### src/rtl/riscv_mem_pkg.sv
// Shared load/store definitions: size codes,
// control states and the alignment rule.
package riscv_mem_pkg;

  localparam logic [1:0] SIZE_BYTE = 2'b00;
  localparam logic [1:0] SIZE_HALF = 2'b01;
  localparam logic [1:0] SIZE_WORD = 2'b10;

  localparam int unsigned TIMEOUT_DEF = 255;

  typedef enum logic [1:0] {
    IDLE = 2'b00,
    REQ  = 2'b01,
    DONE = 2'b10
  } state_e;

  // Size 2'b11 falls into the word rule.
  function automatic logic misaligned(
    input logic [1:0] size,
    input logic [1:0] lo
  );
    logic m;
    m = 1'b0;
    unique case (1'b1)
      (size == SIZE_BYTE): m = 1'b0;
      (size == SIZE_HALF): m = lo[0];
      default:             m = |lo;
    endcase
    return m;
  endfunction

endpackage

### src/rtl/mem_access_unit_if.sv
// Word-wide request/acknowledge bus between
// the load/store unit and instruction/data RAM.
interface mem_access_unit_if #(
  parameter int ADDR_W = 32
);
  logic              MemReq;
  logic              MemWe;
  logic [ADDR_W-3:0] MemAddr;
  logic [3:0]        MemBe;
  logic [31:0]       MemWData;
  logic [31:0]       MemRData;
  logic              MemAck;

  modport master (
    output MemReq, MemWe, MemAddr,
    output MemBe, MemWData,
    input  MemRData, MemAck
  );

  modport slave (
    input  MemReq, MemWe, MemAddr,
    input  MemBe, MemWData,
    output MemRData, MemAck
  );
endinterface

### src/rtl/mem_lane_align.sv
// Byte-lane steering: store enables/replication
// and load lane select with sign/zero extension.
module mem_lane_align
  import riscv_mem_pkg::*;
(
  input  logic [1:0]  st_size,
  input  logic [1:0]  st_lo,
  input  logic [31:0] st_wdata,
  output logic [3:0]  mem_be,
  output logic [31:0] mem_wdata,
  input  logic [1:0]  ld_size,
  input  logic [1:0]  ld_lo,
  input  logic        ld_unsigned,
  input  logic [31:0] mem_rdata,
  output logic [31:0] rdata
);

  logic [7:0]  b;
  logic [15:0] h;
  logic        sx;

  always_comb begin
    mem_be    = 4'b0000;
    mem_wdata = 32'h0;
    unique case (1'b1)
      (st_size == SIZE_BYTE): begin
        mem_be    = 4'b0001 << st_lo;
        mem_wdata = {4{st_wdata[7:0]}};
      end
      (st_size == SIZE_HALF): begin
        mem_be    = st_lo[1] ? 4'b1100 : 4'b0011;
        mem_wdata = {2{st_wdata[15:0]}};
      end
      default: begin
        mem_be    = 4'b1111;
        mem_wdata = st_wdata;
      end
    endcase
  end

  always_comb begin
    b     = mem_rdata[{ld_lo, 3'b000} +: 8];
    h     = ld_lo[1] ? mem_rdata[31:16]
                     : mem_rdata[15:0];
    sx    = ~ld_unsigned;
    rdata = mem_rdata;
    unique case (1'b1)
      (ld_size == SIZE_BYTE):
        rdata = {{24{sx & b[7]}}, b};
      (ld_size == SIZE_HALF):
        rdata = {{16{sx & h[15]}}, h};
      default:
        rdata = mem_rdata;
    endcase
  end

endmodule

### src/rtl/mem_access_unit.sv
// Load/store unit: alignment check, one bus
// transaction per accepted Execute, with timeout.
module mem_access_unit
  import riscv_mem_pkg::*;
#(
  parameter int ADDR_W  = 32,
  parameter int TIMEOUT = TIMEOUT_DEF
) (
  input  logic              Clk,
  input  logic              ResetN,
  input  logic              Execute,
  input  logic              WriteEn,
  input  logic [ADDR_W-1:0] Addr,
  input  logic [31:0]       WData,
  input  logic [1:0]        Size,
  input  logic              Unsigned,
  output logic              Ready,
  output logic              DataReady,
  output logic [31:0]       RData,
  output logic              Misalignment,
  output logic              BusError,
  mem_access_unit_if.master bus
);

  localparam logic [15:0] TO = 16'(TIMEOUT);

  state_e            state_q, state_d;
  logic              we_q, we_d;
  logic [1:0]        size_q, size_d;
  logic              uns_q, uns_d;
  logic [1:0]        lo_q, lo_d;
  logic [15:0]       cnt_q, cnt_d;
  logic [31:0]       rcap_q, rcap_d;
  logic              ready_q, ready_d;
  logic              drdy_q, drdy_d;
  logic [31:0]       rdata_q, rdata_d;
  logic              mis_q, mis_d;
  logic              berr_q, berr_d;
  logic              req_q, req_d;
  logic              mwe_q, mwe_d;
  logic [ADDR_W-3:0] maddr_q, maddr_d;
  logic [3:0]        mbe_q, mbe_d;
  logic [31:0]       mwd_q, mwd_d;

  logic [3:0]        st_be;
  logic [31:0]       st_wd;
  logic [31:0]       ld_rd;

  mem_lane_align u_align (
    .st_size     (Size),
    .st_lo       (Addr[1:0]),
    .st_wdata    (WData),
    .mem_be      (st_be),
    .mem_wdata   (st_wd),
    .ld_size     (size_q),
    .ld_lo       (lo_q),
    .ld_unsigned (uns_q),
    .mem_rdata   (rcap_q),
    .rdata       (ld_rd)
  );

  always_comb begin
    state_d = state_q;
    we_d    = we_q;
    size_d  = size_q;
    uns_d   = uns_q;
    lo_d    = lo_q;
    cnt_d   = cnt_q;
    rcap_d  = rcap_q;
    ready_d = ready_q;
    drdy_d  = drdy_q;
    rdata_d = rdata_q;
    mis_d   = mis_q;
    berr_d  = berr_q;
    req_d   = req_q;
    mwe_d   = mwe_q;
    maddr_d = maddr_q;
    mbe_d   = mbe_q;
    mwd_d   = mwd_q;
    unique case (state_q)
      IDLE: begin
        if (Execute) begin
          drdy_d = 1'b0;
          mis_d  = 1'b0;
          berr_d = 1'b0;
          we_d   = WriteEn;
          size_d = Size;
          uns_d  = Unsigned;
          lo_d   = Addr[1:0];
          cnt_d  = 16'd0;
          if (misaligned(Size, Addr[1:0])) begin
            mis_d = 1'b1;
          end else begin
            state_d = REQ;
            ready_d = 1'b0;
            req_d   = 1'b1;
            mwe_d   = WriteEn;
            maddr_d = Addr[ADDR_W-1:2];
            mbe_d   = st_be;
            mwd_d   = st_wd;
          end
        end
      end
      REQ: begin
        // An ack in the expiry cycle takes priority.
        if (bus.MemAck || cnt_q + 16'd1 == TO) begin
          req_d   = 1'b0;
          mwe_d   = 1'b0;
          maddr_d = '0;
          mbe_d   = 4'b0000;
          mwd_d   = 32'h0;
        end
        if (bus.MemAck) begin
          rcap_d  = bus.MemRData;
          state_d = DONE;
        end else if (cnt_q + 16'd1 == TO) begin
          state_d = IDLE;
          ready_d = 1'b1;
          berr_d  = 1'b1;
        end else begin
          cnt_d = cnt_q + 16'd1;
        end
      end
      DONE: begin
        state_d = IDLE;
        ready_d = 1'b1;
        drdy_d  = 1'b1;
        if (!we_q) rdata_d = ld_rd;
      end
      default: begin
        state_d = IDLE;
        ready_d = 1'b1;
      end
    endcase
  end

  always_ff @(posedge Clk or negedge ResetN) begin
    if (!ResetN) begin
      state_q <= IDLE;
      we_q    <= 1'b0;
      size_q  <= 2'b00;
      uns_q   <= 1'b0;
      lo_q    <= 2'b00;
      cnt_q   <= 16'd0;
      rcap_q  <= 32'h0;
      ready_q <= 1'b1;
      drdy_q  <= 1'b0;
      rdata_q <= 32'h0;
      mis_q   <= 1'b0;
      berr_q  <= 1'b0;
      req_q   <= 1'b0;
      mwe_q   <= 1'b0;
      maddr_q <= '0;
      mbe_q   <= 4'b0000;
      mwd_q   <= 32'h0;
    end else begin
      state_q <= state_d;
      we_q    <= we_d;
      size_q  <= size_d;
      uns_q   <= uns_d;
      lo_q    <= lo_d;
      cnt_q   <= cnt_d;
      rcap_q  <= rcap_d;
      ready_q <= ready_d;
      drdy_q  <= drdy_d;
      rdata_q <= rdata_d;
      mis_q   <= mis_d;
      berr_q  <= berr_d;
      req_q   <= req_d;
      mwe_q   <= mwe_d;
      maddr_q <= maddr_d;
      mbe_q   <= mbe_d;
      mwd_q   <= mwd_d;
    end
  end

  assign Ready        = ready_q;
  assign DataReady    = drdy_q;
  assign RData        = rdata_q;
  assign Misalignment = mis_q;
  assign BusError     = berr_q;
  assign bus.MemReq   = req_q;
  assign bus.MemWe    = mwe_q;
  assign bus.MemAddr  = maddr_q;
  assign bus.MemBe    = mbe_q;
  assign bus.MemWData = mwd_q;

endmodule

### src/flat_wrapper.sv
// flat-port wrapper written by rule: the top's interface ports become plain ports
module mem_access_unit_flat import riscv_mem_pkg::*;
#(
  parameter int ADDR_W  = 32,
  parameter int TIMEOUT = TIMEOUT_DEF
)
  (Clk, ResetN, Execute, WriteEn, Addr, WData, Size, Unsigned, Ready, DataReady, RData, Misalignment, BusError, bus_MemReq, bus_MemWe, bus_MemAddr, bus_MemBe, bus_MemWData, bus_MemRData, bus_MemAck);
  mem_access_unit_if #(.ADDR_W(ADDR_W)) bus_i ();
  input  logic Clk;
  input  logic ResetN;
  input  logic Execute;
  input  logic WriteEn;
  input  logic [ADDR_W-1:0] Addr;
  input  logic [31:0] WData;
  input  logic [1:0] Size;
  input  logic Unsigned;
  output logic Ready;
  output logic DataReady;
  output logic [31:0] RData;
  output logic Misalignment;
  output logic BusError;
  output wire logic [$bits(bus_i.MemReq)-1:0] bus_MemReq;
  output wire logic [$bits(bus_i.MemWe)-1:0] bus_MemWe;
  output wire logic [$bits(bus_i.MemAddr)-1:0] bus_MemAddr;
  output wire logic [$bits(bus_i.MemBe)-1:0] bus_MemBe;
  output wire logic [$bits(bus_i.MemWData)-1:0] bus_MemWData;
  input wire logic [$bits(bus_i.MemRData)-1:0] bus_MemRData;
  input wire logic [$bits(bus_i.MemAck)-1:0] bus_MemAck;
  assign bus_MemReq = bus_i.MemReq;
  assign bus_MemWe = bus_i.MemWe;
  assign bus_MemAddr = bus_i.MemAddr;
  assign bus_MemBe = bus_i.MemBe;
  assign bus_MemWData = bus_i.MemWData;
  assign bus_i.MemRData = bus_MemRData;
  assign bus_i.MemAck = bus_MemAck;
  mem_access_unit #(.ADDR_W(ADDR_W), .TIMEOUT(TIMEOUT)) u_core (.Clk(Clk), .ResetN(ResetN), .Execute(Execute), .WriteEn(WriteEn), .Addr(Addr), .WData(WData), .Size(Size), .Unsigned(Unsigned), .Ready(Ready), .DataReady(DataReady), .RData(RData), .Misalignment(Misalignment), .BusError(BusError), .bus(bus_i));
endmodule
### config.mk
export PLATFORM = sky130hd
export DESIGN_NAME = mem_access_unit_flat
export DESIGN_NICKNAME = d
export VERILOG_FILES = /design/src/rtl/riscv_mem_pkg.sv /design/src/rtl/mem_access_unit_if.sv /design/src/rtl/mem_lane_align.sv /design/src/rtl/mem_access_unit.sv /design/src/flat_wrapper.sv
export SDC_FILE = /design/constraint.sdc
export NUM_CORES = 1
export LEC_CHECK = 0
export CAP_MARGIN = 20
export CORE_ASPECT_RATIO = 1.2
export CORE_UTILIZATION = 44
export DETAILED_ROUTE_END_ITERATION = 6
export PLACE_DENSITY = 0.84
export SYNTH_ARGS = -nofsm -noshare
export SYNTH_HDL_FRONTEND = slang
export SYNTH_SLANG_ARGS = --single-unit
export TNS_END_PERCENT = 5
### constraint.sdc
create_clock -name Clk -period 2.37 [get_ports Clk]
set_input_delay 0.3555 -clock Clk [delete_from_list [all_inputs] [get_ports Clk]]
set_output_delay 0.3555 -clock Clk [all_outputs]
set_load 0.1 [all_outputs]
==> summary.txt <==
Outcome
  – Run status: finished with violations
  – Failing checks: negative setup slack

Routing
  – 1st-iter DRT viols: ~710
  – Drt drc: 0
  – Routed vias/inst: 5.50
  – DRT antenna net count: 0
  – Routed wire length: around 22000 um
  – DR pass1 iterations: 6
  – Vias: just under 7000
  – DR WL/cell: ~18 um

STA
  – RSZ-0062 raised after global routing: true
  – Top achievable clock speed: just over 400 MHz
  – Final worst setup slack: -65.4 ps
  – Worst Skew: between 8 and 9 ps
  – Final Hold Vio Count: 0
  – Final min period: 2440 ps
  – Setup TNS: -2690 ps
  – Final Cycle Share: 1.03
  – Max-slew headroom: 0.339
  – Least-Margin Pin Slew: around 990 ps
  – Max-slew violation count: 0
  – Final setup vio count: between 60 and 70

Global routing
  – Initial antenna violation count: 0
  – Vias in the first global route: between 6000 and 7000
  – Congestion Overflow GR: 0
  – GRT Total Usage: 0.255
  – Largest net degree at the start of global routing: 59
  – First-pass GRT wire length: ~34000 um

Floorplanning
  – Row Count: between 50 and 60
  – Initial Util: 0.452
  – Die width: 120 um
  – Die ar.: 17300 sq um
  – Die height: ~140 um
  – Core Footprint: ~16000 sq um
  – Ports: between 200 and 250

Yosys
  – Syn_nets: between 900 and 1000
  – Post-synthesis cell area: between 7000 and 8000 sq um
  – Yosys warns: 0
  – Yosys reg bits: 160
  – EDFF count, synth: 0
  – Part of the Yosys area used for sequential elements: 0.542
  – Share of synthesized flip-flops with an asynchronous set or reset: 1.00
  – Post-synth top flop: dfrtp_1
  – Syn Inst Count: slightly above 800
  – Avg Synthesized Cell Area: between 9 and 10 sq um
  – Netlist cell types: 50

Setup path
  – CP Capture Type: flip-flop
  – Crit-path leading delay family: simple AND/OR/NAND/NOR gates
  – Worst path buffer plus inverter count: 2
  – Startpoint Class: flip-flop
  – CP Cell Sequence: ha_4 -> and3_4 -> nand2_2 -> or3_1 -> a32oi_2 -> nand4b_1 -> a21oi_4 -> buf_12 -> clkbuf_16 -> a211oi_1
  – Slowest stage cell, crit path: dfrtp_2
  – Kind of critical path: flip-flop to flip-flop
  – CP Max Fanout: 11
  – R2R Setup Slk: -70 ps
  – CP Data Arrival Time: 2740 ps
  – WP data required: roughly 2700 ps
  – CP max stage delay: 450 ps

CTS
  – Worst-Skew Late Latency: 430 ps
  – Root Driver: clkbuf_16
  – H-Tree Level Count: 4
  – Num CTS Buffers: 17
  – Clk buf depth: 2
  – Clk slew on worst S/H paths: 70 ps
  – TritonCTS clock tree: yes
  – Clk sink count: between 150 and 200

Placed design
  – Area post-placement: roughly 9600 sq um
  – Dpl hpwl: approximately 15000 um
  – I/O Buffers: roughly 210
  – GPL Wtd Cong: ~0.92
  – Dpl cells: between 1000 and 1500

Finish
  – Filler Cell Count: between 1000 and 1500
  – Inserted Diodes: 0
  – Fin cells: between 1000 and 1500
  – Layout cells sized above 1: 0.233
  – Most common cell after layout, fill and taps aside: nand2_1
  – Area growth from synthesis to layout: 41.7%
  – Design area: roughly 10000 sq um
  – Nets@finish: around 1100
  – Commonest cells after routing, fill and taps aside: nand2_1, dfrtp_1, buf_4, clkdlybuf4s50_1, nor2_1

Pwr
  – Peak VDD IR: about 1.1 mV
  – Power per Cell Area: 1440 nW/um^2
  – Leak: 4.73 nW

Worst hold path
  – HP Class: input port to async pin

Job
  – Max-cap check violation count: 0
-- flip-flops by register name, summed over array words and instances (netlist names) --
name                 cells
u_core.uns_q             1
u_core.bus.MemBe         4
u_core.bus.MemWData     32
u_core.RData            32
u_core.cnt_q            16
u_core.Ready             1
u_core.rcap_q           32
u_core.DataReady         1
u_core.lo_q              2
u_core.bus.MemWe         1
u_core.size_q            2
u_core.bus.MemReq        1
u_core.Misalignment      1
u_core.BusError          1
u_core.bus.MemAddr      30
u_core.we_q              1
u_core.state_q           2
-- worst register-to-register path, stage by stage, from the launching register on --
cell	delay (ps)
dfrtp_2	450
ha_4	190
and3_4	200
nand2_2	50
or3_1	380
a32oi_2	180
nand4b_1	230
a21oi_4	230
buf_12	170
clkbuf_16	180
a211oi_1	50
-- metrics by stage --
stage	utilization	hold slack [ps]	setup WS (ps)	total power, W
3_3_place_gp	0.590	262	-29.0	0.0122
2_1_floorplan	-	59.9	34.2	0.0103
6_report	0.641	377	-65.4	0.0151
5_1_grt	0.641	405	-144	0.0157
3_5_place_dp	0.590	268	-48.1	0.0123
4_1_cts	0.627	382	-13.2	0.0150
-- power by group --
| group | internal [W] | switching, W | total, W |
|---|---|---|---|
| sequential | 0.00366 | 0.000695 | 0.00435 |
| clock | 0.00151 | 0.00122 | 0.00273 |
| combinational | 0.00186 | 0.00617 | 0.00803 |
-- cells in the mapped netlist, drive strengths merged, types with 2 or more instances --
master  number  area (sq um)
nand2      185           694
dfrtp      159          3980
nor2        87           327
a21oi       80           404
o21ai       65           325
clkbuf      41           154
mux2        26           293
mux2i       19           190
nand3       14          75.1
buf         13          85.1
inv         13          48.8
a211oi       9          67.6
nand4        9          62.6
a311oi       8          70.1
a221oi       7          61.3
a222oi       7          70.1
nor3         7          35.0
or3          7          43.8
nor2b        6          37.5
o31ai        5          37.5
and2         3          18.8
and3         3          18.8
nand4b       3          26.3
or2          3          18.8
a21o         2          15.0
a22oi        2          15.0
a31oi        2          12.5
ha           2          25.0
nand2b       2          12.5
nor4         2          12.5
o211ai       2          15.0
xnor2        2          17.5
-- metal layers --
| layer | up-vias | track usage | wire (um) |
|---|---|---|---|
| met3 | 48 | 0.0671 | 1640 |
| met2 | 324 | 0.434 | 11400 |
| met5 | - | 0 | 0 |
| li1 | 3234 | - | - |
| met1 | 3310 | 0.307 | 8710 |
| met4 | 0 | 0.102 | 551 |
-- logic make-up after synthesis --
logic type | synth area share
flip-flops | 0.542
multiplexers | 0.0654
adder cells (fa/ha/maj) | 0.00339
AND/OR/NAND/NOR | 0.191
buffers and inverters | 0.0390
AO/OA/AOI/OAI | 0.155
XOR/XNOR | 0.00356
-- cell type report --
cell class | instances | area (sq um) | share of cell area
Multi-Input combinational cell | 580 | 3180 | 0.304
Clock buffer | 18 | 439 | 0.0420
Tap cell | 212 | 265 | 0.0253
Inverter | 13 | 48.8 | 0.00466
Sequential cell | 160 | 4010 | 0.383
Clock inverter | 14 | 143 | 0.0136
Timing Repair Buffer | 261 | 2380 | 0.227
-- path summary, 6_finish.rpt --
kind	startpoint	end	cells after the start
max	u_core.cnt_q[0]$_DFFE_PN0P_	u_core.bus.MemWData[22]$_DFFE_PN0P_	10
max reg2reg	u_core.cnt_q[0]$_DFFE_PN0P_	u_core.bus.MemWData[22]$_DFFE_PN0P_	10
min	ResetN	u_core.bus.MemAddr[27]$_DFFE_PN0P_	2
min reg2reg	u_core.RData[14]$_DFFE_PN0P_	u_core.RData[14]$_DFFE_PN0P_	2
min in group Clk	Addr[12]	u_core.bus.MemAddr[10]$_DFFE_PN0P_	3
max in group asynchronous	ResetN	u_core.rcap_q[6]$_DFFE_PN0P_	3
-- timing repair --
item	in CTS	in global routing
pin swaps	2	6
endpoints found under the setup margin	39	77
resized for setup	3	20
setup buffers	0	2
cloned	0	6
hold buffers	1	0
hold endpoints to repair	30	0
No activity file was read; power rests on OpenSTA's default activity.
